$ cat src/rtl/mux_nx1_pipe_if.sv
// rtl/mux_nx1_pipe_if.sv - handshake/data bundle for the N:1 pipelined mux
// master drives the channel inputs and downstream ready; slave is the mux.
interface mux_nx1_pipe_if #(
    parameter int DATA_WIDTH    = 32,
    parameter int NUM_IN        = 4,
    parameter int COMMAND_WIDTH = 2
);
    logic [NUM_IN*DATA_WIDTH-1:0] i_data_bus;
    logic [NUM_IN-1:0]            i_valid;
    logic [NUM_IN-1:0]            o_ready;
    logic                         i_en;
    logic                         i_mode;
    logic [COMMAND_WIDTH-1:0]     i_cmd;
    logic [DATA_WIDTH-1:0]        o_data_bus;
    logic                         o_valid;
    logic [COMMAND_WIDTH-1:0]     o_src_id;
    logic                         i_ready;

    modport master (
        output i_data_bus, i_valid, i_en, i_mode, i_cmd, i_ready,
        input  o_ready, o_data_bus, o_valid, o_src_id
    );

    modport slave (
        input  i_data_bus, i_valid, i_en, i_mode, i_cmd, i_ready,
        output o_ready, o_data_bus, o_valid, o_src_id
    );
endinterface

$ cat src/rtl/mux_nx1_pipe.sv
// rtl/mux_nx1_pipe.sv - N:1 valid/ready mux with registered, stallable output stage
// Optional round-robin arbitration compiled in with MUX_NX1_PIPE_RR_ARB_EN.
module mux_nx1_pipe #(
    parameter int DATA_WIDTH    = 32,
    parameter int NUM_IN        = 4,
    parameter int COMMAND_WIDTH = 2
) (
    input logic            clk,
    input logic            rst_n,
    mux_nx1_pipe_if.slave  bus
);
    logic [DATA_WIDTH-1:0]    data_q, data_d;
    logic                     valid_q, valid_d;
    logic [COMMAND_WIDTH-1:0] src_id_q, src_id_d;

    logic                     load;
    logic                     grant_vld;
    logic [COMMAND_WIDTH-1:0] grant_idx;
    logic                     xfer;
    logic [DATA_WIDTH-1:0]    sel_data;
    logic [NUM_IN-1:0]        ready;

`ifdef MUX_NX1_PIPE_RR_ARB_EN
    logic [COMMAND_WIDTH-1:0] ptr_q, ptr_d;
    logic                     rr_mode;
    assign rr_mode = bus.i_mode;
`endif

    assign load = !valid_q || bus.i_ready;
    assign xfer = grant_vld && load;

    always_comb begin
        int idx;
        idx       = 0;
        grant_vld = 1'b0;
        grant_idx = '0;
        if (bus.i_en) begin
`ifdef MUX_NX1_PIPE_RR_ARB_EN
            if (rr_mode) begin
                // Search starts at ptr and wraps; first valid channel wins.
                for (int off = 0; off < NUM_IN; off++) begin
                    idx = int'(ptr_q) + off;
                    if (idx >= NUM_IN) idx = idx - NUM_IN;
                    if (!grant_vld && bus.i_valid[idx]) begin
                        grant_vld = 1'b1;
                        grant_idx = COMMAND_WIDTH'(idx);
                    end
                end
            end else
`endif
            begin
                // Out-of-range commands match no channel and never grant.
                for (int k = 0; k < NUM_IN; k++) begin
                    if (bus.i_cmd == COMMAND_WIDTH'(k) && bus.i_valid[k]) begin
                        grant_vld = 1'b1;
                        grant_idx = COMMAND_WIDTH'(k);
                    end
                end
            end
        end
    end

    always_comb begin
        ready    = '0;
        sel_data = '0;
        for (int k = 0; k < NUM_IN; k++) begin
            ready[k] = grant_vld && load && (grant_idx == COMMAND_WIDTH'(k));
            if (grant_idx == COMMAND_WIDTH'(k)) sel_data = bus.i_data_bus[k*DATA_WIDTH +: DATA_WIDTH];
        end
    end

    assign bus.o_ready = ready;

    always_comb begin
        data_d   = data_q;
        valid_d  = valid_q;
        src_id_d = src_id_q;
`ifdef MUX_NX1_PIPE_RR_ARB_EN
        ptr_d    = ptr_q;
`endif
        if (xfer) begin
            data_d   = sel_data;
            valid_d  = 1'b1;
            src_id_d = grant_idx;
`ifdef MUX_NX1_PIPE_RR_ARB_EN
            if (rr_mode) begin
                ptr_d = (grant_idx == COMMAND_WIDTH'(NUM_IN - 1)) ? '0 : grant_idx + COMMAND_WIDTH'(1);
            end
`endif
        end else if (bus.i_ready) begin
            // Consumed with nothing to replace it: park on the zero dummy word.
            data_d   = '0;
            valid_d  = 1'b0;
            src_id_d = '0;
        end
    end

    always_ff @(posedge clk or negedge rst_n) begin
        if (!rst_n) begin
            data_q   <= '0;
            valid_q  <= 1'b0;
            src_id_q <= '0;
`ifdef MUX_NX1_PIPE_RR_ARB_EN
            ptr_q    <= '0;
`endif
        end else begin
            data_q   <= data_d;
            valid_q  <= valid_d;
            src_id_q <= src_id_d;
`ifdef MUX_NX1_PIPE_RR_ARB_EN
            ptr_q    <= ptr_d;
`endif
        end
    end

    assign bus.o_data_bus = data_q;
    assign bus.o_valid    = valid_q;
    assign bus.o_src_id   = src_id_q;
endmodule

$ cat src/flat_wrapper.sv
// flat-port wrapper written by rule: the top's interface ports become plain ports
module mux_nx1_pipe_flat 
#(
    parameter int DATA_WIDTH    = 32,
    parameter int NUM_IN        = 4,
    parameter int COMMAND_WIDTH = 2
)
  (clk, rst_n, bus_i_data_bus, bus_i_valid, bus_i_en, bus_i_mode, bus_i_cmd, bus_i_ready, bus_o_ready, bus_o_data_bus, bus_o_valid, bus_o_src_id);
  mux_nx1_pipe_if #(.DATA_WIDTH(DATA_WIDTH), .NUM_IN(NUM_IN), .COMMAND_WIDTH(COMMAND_WIDTH)) bus_i ();
  input logic clk;
  input logic rst_n;
  input wire logic [$bits(bus_i.i_data_bus)-1:0] bus_i_data_bus;
  input wire logic [$bits(bus_i.i_valid)-1:0] bus_i_valid;
  input wire logic [$bits(bus_i.i_en)-1:0] bus_i_en;
  input wire logic [$bits(bus_i.i_mode)-1:0] bus_i_mode;
  input wire logic [$bits(bus_i.i_cmd)-1:0] bus_i_cmd;
  input wire logic [$bits(bus_i.i_ready)-1:0] bus_i_ready;
  output wire logic [$bits(bus_i.o_ready)-1:0] bus_o_ready;
  output wire logic [$bits(bus_i.o_data_bus)-1:0] bus_o_data_bus;
  output wire logic [$bits(bus_i.o_valid)-1:0] bus_o_valid;
  output wire logic [$bits(bus_i.o_src_id)-1:0] bus_o_src_id;
  assign bus_i.i_data_bus = bus_i_data_bus;
  assign bus_i.i_valid = bus_i_valid;
  assign bus_i.i_en = bus_i_en;
  assign bus_i.i_mode = bus_i_mode;
  assign bus_i.i_cmd = bus_i_cmd;
  assign bus_i.i_ready = bus_i_ready;
  assign bus_o_ready = bus_i.o_ready;
  assign bus_o_data_bus = bus_i.o_data_bus;
  assign bus_o_valid = bus_i.o_valid;
  assign bus_o_src_id = bus_i.o_src_id;
  mux_nx1_pipe #(.DATA_WIDTH(DATA_WIDTH), .NUM_IN(NUM_IN), .COMMAND_WIDTH(COMMAND_WIDTH)) u_core (.clk(clk), .rst_n(rst_n), .bus(bus_i));
endmodule
$ cat config.mk
export PLATFORM = sky130hd
export DESIGN_NAME = mux_nx1_pipe_flat
export DESIGN_NICKNAME = d
export VERILOG_FILES = /design/src/rtl/mux_nx1_pipe_if.sv /design/src/rtl/mux_nx1_pipe.sv /design/src/flat_wrapper.sv
export SDC_FILE = /design/constraint.sdc
export NUM_CORES = 1
export LEC_CHECK = 0
export CORE_MARGIN = 1
export CORE_UTILIZATION = 37
export DETAILED_ROUTE_END_ITERATION = 10
export PLACE_DENSITY = 0.82
export SYNTH_ARGS = -nofsm -noshare
export SYNTH_HDL_FRONTEND = slang
export SYNTH_SLANG_ARGS = --single-unit
$ cat constraint.sdc
create_clock -name clk -period 2.9 [get_ports clk]
set_input_delay 0.58 -clock clk [delete_from_list [all_inputs] [get_ports clk]]
set_output_delay 0.58 -clock clk [all_outputs]
set_load 0.02 [all_outputs]
==> Word level (Yosys, flattened, before mapping) <==
Cells that the tools add are included.
{ "totals": {"ff_bits": 35, "word_cells": 42} }
{ "classes": {"eq_ne": 6, "n_mux": 19, "n_reduce_logical": 14} }
{ "op_table": {"columns": ["operator", "count"], "rows": [
  ["$mux W32", 6],
  ["$mux W2", 5],
  ["$logic_and A1 B1 Y1", 9],
  ["$eq A2 B2 Y1 const B", 4],
  ["$mux W1", 8],
  ["$eq A2 B1 Y1 const B", 2],
  ["$logic_not A2 Y1", 2],
  ["$reduce_bool A2 Y1", 1],
  ["$logic_not A1 Y1", 1],
  ["$logic_or A1 B1 Y1", 1]
]} }

==> Logic depth before layout (Yosys ltp) <==
Gate-level depths: netlist of run 1.
{ "logic_depth": {"ltp_word": 12, "mapped_depth": 7, "depth_no_buf": 4} }

==> Worst setup path after synthesis of run 1 <==
No wires, ideal clock.
{ "synth_timing": {"path_type": "input -> output", "start": "input port bus_i_cmd[1]", "end": "output port bus_o_ready[2]", "arrival_time_ns": 1.697, "required_time_ns": 2.320, "setup_slack_ns": 0.623, "cell_stages": 4, "path_buffers": 1, "cell_sequence": "buf_6 -> mux2_4 -> and2_1 -> nor3_1"} }
{ "synth_via": {"elab_chain_cells": 9} }
{ "synth_rtl": {"columns": ["element", "line_no", "rtl"], "rows": [
  ["start: declaration", "flat_wrapper.sv:16", "input wire logic [$bits(bus_i.i_cmd)-1:0] bus_i_cmd;"],
  ["$logic_not A2 Y1", "mux_nx1_pipe.sv:54", "if (bus.i_cmd == COMMAND_WIDTH'(k) && bus.i_valid[k]) begin"],
  ["$logic_and A1 B1 Y1", "mux_nx1_pipe.sv:54", null],
  ["$mux W1 (4 in a row)", "mux_nx1_pipe.sv:54", null],
  ["$mux W1", "mux_nx1_pipe.sv:37", "if (bus.i_en) begin"],
  ["$logic_and A1 B1 Y1", "mux_nx1_pipe.sv:67", "ready[k] = grant_vld && load && (grant_idx == COMMAND_WIDTH'(k));"],
  ["$logic_and A1 B1 Y1 *", "mux_nx1_pipe.sv:67", null],
  ["end: declaration", "flat_wrapper.sv:18", "output wire logic [$bits(bus_i.o_ready)-1:0] bus_o_ready;"]
]} }
Mark *: on every way between the ends. The rest lies on a longest branch, timed or not.

==> Worst setup path in the final report of run 1 <==
Same ends and word-level chain as after synthesis.

==> flow_summary.yaml, run 1 <==
route:
  routed_wl_mm: 10.3
  drc: 0
  dr.first_iter.drc_count: 193
  viasPerCell: 5.72
  vias: 3232
  antenna_left: 0
  drtPass1Iterations: 5
  wl_per_cell_um: 18.3
timing:
  slew-limit-headroom_pct: 38.1
  hold_ws_ns: 0.379
  finalSetupViolations: 0
  fin_setup_tns_ns: 0
  final-hold-violation-count: 0
  finalCritPeriodShare_pct: 93.9
  clock_skew_ns: 0.00418
  tightestPinTransition_ns: 0.927
  final_max_slew_viol_count: 0
  period_needed_ns: 2.72
  max_freq_mhz: 367
  grt_setup_unrepaired: "false"
yosys:
  syn_inst: 293
  synth_nets: 432
  ys_top_cells_by_area: "dfrtp_1 32%, a22oi_1 15%, a31oi_2 8.7%"
  netlist.area_leader.share_pct: 32.2
  synthTopCellsByCount: "54 x a22oi_1, 35 x dfrtp_1, 31 x nand3_1"
  postSynthAreaPerCell_sq_um: 9.28
  synth-async-reset-ratio_pct: 100
  synth_largest_area_cell: "dfrtp_1"
  synth_edf_count: 0
  ys.flop_type: "dfrtp_1"
  yosysUniqueCellTypes: 41
  seq_area_frac_synth_pct: 32.2
  yosysMostFrequentCell: "a22oi_1"
  ys_seq_elements: 35
  syn_area_sq_um: 2720
  yosysWarnings: 0
cells_and_area:
  n_antenna_cell: 0
  area_growth_pct: 72.5
  nets: 607
  layout-drive-gt1-share_pct: 13.2
worst_setup_path:
  cpPeakStageDelay_ns: 0.50
  reg2reg_slack_ns: 1.00
  path_cells: "clkdlybuf4s50_1 -> mux2_4 -> and2_1 -> nor3_1 -> dlygate4sd2_1"
  critPathTopFamily: "buffers and inverters"
  cp_max_fo: 3
  worst_setup_path_end_kind: "output pin"
  worstSetupPathType: "primary input to output pin"
  worst_ep_required_time_ns: 2.32
  rr_endpoint: "u_core.bus.o_data_bus[30]$_DFFE_PN0P_"
  slowest_stage: "clkdlybuf4s50_1"
  timing.rr.start: "u_core.bus.o_valid$_DFFE_PN0P_"
  crit_arrival_ns: 2.14
  critPathLaunchType: "primary input"
  rr_worst_depth: 3
  crit_buf_inv: 2
cts:
  clk_pin_slew_ns: 0.07
  cts_buffer_depth: 2
  postCtsSetupBuffers: 0
  cts-root-buf: "clkbuf_8"
  cts_buffers: 5
  cts.sinks: 35
  cts_tree: "built"
  clk_latency_ns: 0.29
  cts.htree.levels: 2
floorplanning:
  core_area_sq_um: 6940
  die_x_um: 87.7
  start_util_pct: 39.2
  ios: 178
  die_h_um: 87.7
  row_count: 30
  dieArea_sq_um: 7700
placed_design:
  portBuffers: 176
  post-dp-hpwl_mm: 7.33
  gp_congestion: 0.859
min_path:
  hold_class: "primary input to async pin"
grt:
  antenna_found_initial: 0
  grt_pass1_vias: 3284
  grt.total_usage_pct: 27.1
  grt_overflow_total: 0
  grt_max_degree: 36
  grt_pass1_wl_mm: 15.9
power:
  power.switching_mw: 0.577
  p_total_mw: 1.72
  internal-power_mw: 1.14
  seqPwrFrac_pct: 34.7
  power_frac_comb_pct: 45.0
  power_switching_share_pct: 33.6
  powerDensity_nw_per_um2: 366
  vdd_ir_drop_max_v: 0.000192
  power.share.clock_pct: 20.4
  static-leakage-power_nw: 1.92
job:
  drv_cap: 0
run_status:
  run_status: "finished, final reports clean"
-- through the flow --
step,utilization (%),setup slack (ns),instance area [sq um],std cells
detailed placement,66.3,-0.0930,4600,557
floorplan,-,0.623,2720,293
finish,67.6,0.177,4690,565
global route,67.6,0.0840,4690,565
CTS,67.4,0.0160,4680,565
global placement,66.3,-0.0820,4600,557
-- state kept, by name, summed over array words and instances (netlist names) --
signal and cells:
u_core.bus.o_data_bus 32, u_core.bus.o_src_id 2, u_core.bus.o_valid 1
-- cells by family after synthesis --
| logic type | count (synthesis) | share of synthesized area (%) |
|---|---|---|
| AO/OA/AOI/OAI | 154 | 44.3 |
| AND/OR/NAND/NOR | 61 | 12.0 |
| flip-flops | 35 | 32.2 |
| buffers and inverters | 33 | 6.90 |
| multiplexers | 10 | 4.69 |
-- power by group through the flow --
stage                     clock network (mW)  registers [mW]  logic, mW
after CTS                              0.355           0.595      0.776
after global routing                   0.380           0.603      0.824
after global placement                     0           0.600      0.763
after detailed placement                   0           0.604      0.773
final                                  0.350           0.596      0.773
after floorplan                            0           0.683      0.276
-- cell type report --
cell class | count | area, sq um
fill | 588 | 2250
timing repair buffer | 200 | 1950
multi-input combinational | 225 | 1670
sequential | 35 | 876
tap | 96 | 120
clock buffer | 7 | 76.3
clock inverter | 1 | 5.00
inverter | 1 | 3.75
-- repair_timing --
item,4_1_cts,5_1_grt
hold buffers,0,0
setup endpoints to repair,1,3
pin swaps,0,0
gates resized for setup,1,4
-- worst max path at each step --
stage | slack, ns | depth (start not counted) | from | end
after floorplan | 0.62 | 4 | bus_i_cmd[1] | bus_o_ready[2]
after global placement | -0.08 | 5 | bus_i_cmd[1] | bus_o_ready[2]
after detailed placement | -0.09 | 5 | bus_i_cmd[1] | bus_o_ready[2]
after CTS | 0.02 | 6 | bus_i_cmd[0] | bus_o_ready[1]
after global routing | 0.08 | 5 | bus_i_cmd[1] | bus_o_ready[2]
final | 0.18 | 5 | bus_i_cmd[1] | bus_o_ready[2]
-- cell usage in the layout, fill, tap and decap left out, types with 2 or more instances in the layout --
| cell type | instances |
|---|---|
| clkdlybuf4s50_1 | 170 |
| o221ai_1 | 2 |
| nor2_2 | 2 |
| clkbuf_1 | 2 |
| nand2_1 | 9 |
| mux2i_1 | 6 |
| mux2_4 | 3 |
| a31oi_2 | 19 |
| and3_1 | 2 |
| nand2_2 | 2 |
| nand2b_1 | 2 |
| clkbuf_8 | 5 |
| a31oi_1 | 8 |
| a211oi_1 | 3 |
| a21o_1 | 28 |
| o21ai_0 | 26 |
| buf_4 | 24 |
| and2_1 | 4 |
| o211ai_1 | 4 |
| dlymetal6s2s_1 | 4 |
| a22oi_1 | 54 |
| nor3_1 | 2 |
| nor2_1 | 2 |
| dfrtp_1 | 35 |
| nand3_1 | 31 |
-- metal layers --
layer,global-route usage (%),up-vias,share of wire [%]
li1,-,1512,-
met2,47.9,190,50
met5,0,-,0
met4,11.2,0,2.7
met1,31.5,1506,39
met3,6.22,24,8.2
Note: power is estimated with default switching activity, not from simulation.
==> run 2: changes to the inputs <==
--- a/config.mk
+++ b/config.mk
@@ -6,9 +6,9 @@
 export NUM_CORES = 1
 export LEC_CHECK = 0
 export CORE_MARGIN = 1
-export CORE_UTILIZATION = 37
+export CORE_UTILIZATION = 40
 export DETAILED_ROUTE_END_ITERATION = 10
-export PLACE_DENSITY = 0.82
+export PLACE_DENSITY = 0.88
 export SYNTH_ARGS = -nofsm -noshare
 export SYNTH_HDL_FRONTEND = slang
 export SYNTH_SLANG_ARGS = --single-unit
==> flow_summary.yaml, run 2 (synthesis results as in run 1) <==
floorplanning:
  row_count: 29
  ios: 178
  die_x_um: 84.5
  start_util_pct: 42.1
  die_h_um: 84.5
  dieArea_sq_um: 7130
  core_area_sq_um: 6460
timing:
  tightestPinTransition_ns: 0.951
  grt_setup_unrepaired: "false"
  clock_skew_ns: 0.00798
  finalCritPeriodShare_pct: 94.9
  finalSetupViolations: 0
  max_freq_mhz: 363
  final-hold-violation-count: 0
  hold_ws_ns: 0.399
  fin_setup_tns_ns: 0
  final_max_slew_viol_count: 0
  period_needed_ns: 2.75
  slew-limit-headroom_pct: 36.4
worst_setup_path:
  cp_max_fo: 3
  worstSetupPathType: "primary input to output pin"
  rr_endpoint: "u_core.bus.o_data_bus[4]$_DFFE_PN0P_"
  critPathLaunchType: "primary input"
  crit_arrival_ns: 2.17
  worst_setup_path_end_kind: "output pin"
  rr_worst_depth: 3
  worst_ep_required_time_ns: 2.32
  reg2reg_slack_ns: 1.02
  timing.rr.start: "u_core.bus.o_valid$_DFFE_PN0P_"
cells_and_area:
  final_cell_count_no_fill: 549
  area_growth_pct: 72.2
  nets: 610
  fillers: 524
  layout-drive-gt1-share_pct: 13.8
  n_antenna_cell: 0
  final_common_cell: "clkdlybuf4s50_1"
  final_cell_mix: "171 x clkdlybuf4s50_1, 54 x a22oi_1, 35 x dfrtp_1, 31 x nand3_1, 28 x a21o_1"
  largest_reg_flops: 32
grt:
  antenna_found_initial: 0
  grt_max_degree: 36
  grt_pass1_wl_mm: 17.3
  grt.total_usage_pct: 30.7
  grt_pass1_vias: 3519
  grt_overflow_total: 0
route:
  routed_wl_mm: 11.0
  antenna_left: 0
  viasPerCell: 6.06
  drc: 11
  vias: 3325
  wl_per_cell_um: 20.0
  drtPass1Iterations: 9
  dr.first_iter.drc_count: 290
cts:
  cts_buffers: 5
  cts-root-buf: "clkbuf_8"
  cts_buffer_depth: 2
  cts_tree: "built"
  clk_latency_ns: 0.28
  cts.sinks: 35
  clk_pin_slew_ns: 0.08
  cts.htree.levels: 2
  cts_hold_buffers: 0
power:
  vdd_ir_drop_max_v: 0.000236
  powerDensity_nw_per_um2: 368
  power.share.clock_pct: 19.9
  power.switching_mw: 0.580
  p_total_mw: 1.72
  power_frac_comb_pct: 45.6
  power_switching_share_pct: 33.6
  seqPwrFrac_pct: 34.5
  static-leakage-power_nw: 1.91
  internal-power_mw: 1.15
placed_design:
  portBuffers: 176
  post-dp-hpwl_mm: 7.62
  place_inst: 541
  gp_congestion: 0.892
min_path:
  hold_class: "primary input to async pin"
run_status:
  run_status: "finished, violations left"
  violations: "design-rule violations"
job:
  drv_cap: 0
[run 2: cell types whose count changed in the layout (fill, tap and decap cells not counted)]
cell / delta
buf_4: +3
dlymetal6s2s_1: -2
dlygate4sd2_1: +1
clkdlybuf4s50_1: +1
[run 2: repair_timing]
action | 4_1_cts | 5_1_grt
gates cloned | 0 | 0
endpoints found under the hold margin | 0 | 0
endpoints found under the setup margin | 2 | 2
setup buffers | 0 | 0
gates resized for setup | 2 | 2
[run 2: stage by stage]
stage / worst slack, ns / util [%] / area (sq um)
CTS: 0.00390 / 72.5 / 4680
finish: 0.148 / 72.5 / 4680
global placement: -0.0838 / 71.2 / 4600
detailed placement: -0.118 / 71.2 / 4600
global route: 0.0749 / 72.5 / 4680
floorplan: 0.623 / - / 2720
[run 2: per-layer routing]
metal | part of all wire, % | wire length (um) | GRT usage [%]
met3 | 8.4 | 919 | 6.88
met4 | 2.2 | 238 | 9.71
met1 | 38 | 4120 | 35.2
met5 | 0 | 0 | 0
met2 | 52 | 5690 | 56.7
[run 2: worst max path at each step]
stage | startpoint | end | slack (ns)
final | bus_i_cmd[1] | bus_o_ready[2] | 0.15
after detailed placement | bus_i_cmd[1] | bus_o_ready[2] | -0.12
after global placement | bus_i_cmd[1] | bus_o_ready[2] | -0.08
after CTS | bus_i_cmd[0] | bus_o_ready[1] | 0.004
after global routing | bus_i_cmd[1] | bus_o_ready[2] | 0.07
after floorplan | bus_i_cmd[1] | bus_o_ready[2] | 0.62
[run 2: cell type report]
class | count | area [sq um] | share of cell area [%]
Sequential cell | 35 | 876 | 18.7
Multi-Input combinational cell | 225 | 1670 | 35.6
Clock inverter | 1 | 5.00 | 0.107
Inverter | 1 | 3.75 | 0.0801
Tap cell | 77 | 96.3 | 2.06
Timing Repair Buffer | 203 | 1960 | 41.9
Clock buffer | 7 | 76.3 | 1.63
[run 2: critical path, stage by stage]
cell             delay [ns]
clkdlybuf4s50_1        0.51
mux2_4                 0.32
and2_1                 0.19
nor3_1                 0.21
dlygate4sd2_1          0.36
[run 2: power by group through the flow]
stage / combinational, mW / sequential [mW] / clock, mW
finish: 0.787 / 0.595 / 0.343
global route: 0.833 / 0.603 / 0.372
CTS: 0.785 / 0.595 / 0.351
detailed placement: 0.782 / 0.604 / 0
global placement: 0.764 / 0.599 / 0
floorplan: 0.276 / 0.683 / 0
==> run 3: changes to the inputs <==
--- a/config.mk
+++ b/config.mk
@@ -5,10 +5,14 @@
 export SDC_FILE = /design/constraint.sdc
 export NUM_CORES = 1
 export LEC_CHECK = 0
+export CELL_PAD_IN_SITES_DETAIL_PLACEMENT = 1
+export CELL_PAD_IN_SITES_GLOBAL_PLACEMENT = 1
+export CORE_ASPECT_RATIO = 1.5
 export CORE_MARGIN = 1
-export CORE_UTILIZATION = 40
+export CORE_UTILIZATION = 28
+export CTS_BUF_LIST = sky130_fd_sc_hd__clkbuf_8
 export DETAILED_ROUTE_END_ITERATION = 10
-export PLACE_DENSITY = 0.88
+export PLACE_DENSITY_LB_ADDON = 0.1
 export SYNTH_ARGS = -nofsm -noshare
 export SYNTH_HDL_FRONTEND = slang
 export SYNTH_SLANG_ARGS = --single-unit
==> flow_summary.yaml, run 3 (synthesis results as in run 1) <==
timing:
  finalSetupViolations: 0
  period_needed_ns: 2.72
  clock_skew_ns: 0.00435
  slew-limit-headroom_pct: 33.9
  final-hold-violation-count: 0
  final_max_slew_viol_count: 0
  grt_setup_unrepaired: "false"
  max_freq_mhz: 368
  finalCritPeriodShare_pct: 93.8
  setup_ws_ns: 0.179
  fin_setup_tns_ns: 0
  tightestPinTransition_ns: 0.990
  hold_ws_ns: 0.375
route:
  antenna_left: 0
  routed_wl_mm: 11.8
  viasPerCell: 5.63
  drtPass1Iterations: 4
  drc: 0
  dr.first_iter.drc_count: 140
  vias: 3267
  wl_per_cell_um: 20.4
cts:
  cts_hold_buffers: 0
  postCtsSetupBuffers: 0
  post_cts_resized: 7
  clk_latency_ns: 0.29
  cts_buffer_depth: 2
  cts_buffers: 5
  cts.htree.levels: 2
  cts_tree: "built"
  clk_pin_slew_ns: 0.07
  cts-root-buf: "clkbuf_8"
  cts.sinks: 35
power:
  static-leakage-power_nw: 1.88
  powerDensity_nw_per_um2: 364
  vdd_ir_drop_max_v: 0.000168
  p_total_mw: 1.72
placed_design:
  place_area_sq_um: 4640
  pre_cts_slack_ns: -0.191
  portBuffers: 176
  place_inst: 574
  gp_congestion: 0.841
  post-dp-hpwl_mm: 8.42
worst_setup_path:
  critPathTopFamily: "buffers and inverters"
  worst_setup_path_end_kind: "output pin"
  cpPeakStageDelay_ns: 0.51
  slowest_stage: "clkdlybuf4s50_1"
  worstSetupPathType: "primary input to output pin"
  worst_ep_required_time_ns: 2.32
  crit_arrival_ns: 2.14
  crit_buf_inv: 2
  cp_max_fo: 3
  path_cells: "clkdlybuf4s50_1 -> mux2_4 -> and2_1 -> nor3_1 -> dlygate4sd2_1"
  critPathLaunchType: "primary input"
grt:
  grt.total_usage_pct: 24.1
  grt_pass1_wl_mm: 17.9
  met2_usage_pct: 46.3
  grt_util_met3_pct: 4.83
  antenna_found_initial: 0
  grt_pass1_vias: 3510
  met1_usage_pct: 25.3
  grt_max_degree: 36
  grt.busiest_layer: "met2"
  grt_overflow_total: 0
floorplanning:
  die_x_um: 82.5
  core_area_sq_um: 9360
  ios: 178
  row_count: 43
  dieArea_sq_um: 10100
  die_h_um: 123
  start_util_pct: 29.1
cells_and_area:
  final_common_cell: "clkdlybuf4s50_1"
  layout-drive-gt1-share_pct: 13.5
  final_cell_count_no_fill: 580
  post-route-cell-area_sq_um: 4720
  n_antenna_cell: 0
  nets: 608
  largest_reg_flops: 32
  finalCoreUtilization_pct: 50.4
  final_cell_mix: "170 x clkdlybuf4s50_1, 54 x a22oi_1, 35 x dfrtp_1, 31 x nand3_1, 28 x a21o_1"
  area_growth_pct: 73.4
  fillers: 1106
job:
  drv_cap: 0
min_path:
  hold_class: "primary input to async pin"
run_status:
  run_status: "finished, final reports clean"
run 3: worst paths after layout:
check,from,to,slack [ns],depth (start not counted)
min in group clk,u_core.bus.o_data_bus[8]$_DFFE_PN0P_,u_core.bus.o_data_bus[8]$_DFFE_PN0P_,0.54,2
hold / removal,rst_n,u_core.bus.o_data_bus[6]$_DFFE_PN0P_,0.37,1
setup reg to reg,u_core.bus.o_valid$_DFFE_PN0P_,u_core.bus.o_data_bus[16]$_DFFE_PN0P_,1.00,3
hold reg to reg,u_core.bus.o_data_bus[8]$_DFFE_PN0P_,u_core.bus.o_data_bus[8]$_DFFE_PN0P_,0.54,2
max in group asynchronous,rst_n,u_core.bus.o_data_bus[29]$_DFFE_PN0P_,1.98,1
setup / recovery,bus_i_cmd[1],bus_o_ready[2],0.18,5
run 3: power by group:
group | total, mW | internal [mW] | switching, mW
Combinational | 0.789 | 0.421 | 0.367
Clock | 0.335 | 0.157 | 0.179
Sequential | 0.594 | 0.555 | 0.0394
Total | 1.72 | 1.13 | 0.585
run 3: worst reg2reg max path, stage by stage (launching register included):
cell and delay (ns):
dfrtp_1 0.48, and2b_1 0.27, nor2_4 0.79, a31oi_2 0.19
run 3: routing by layer:
metal	vias to the layer above	share of wire [%]	routed length, um
li1	1509	-	-
met1	1626	37	4360
met2	116	55	6500
met3	16	5.9	703
met4	0	2.1	250
met5	-	0	0
run 3: cell type report:
cell class              count  area, sq um  area share, %
clock buffers               5         68.8           1.46
multi-input cells         225         1670           35.5
flip-flops and latches     35          876           18.6
clock inverters             1         3.75         0.0796
repair buffers            201         1950           41.4
inverters                   1         3.75         0.0796
well taps                 112          140           2.97
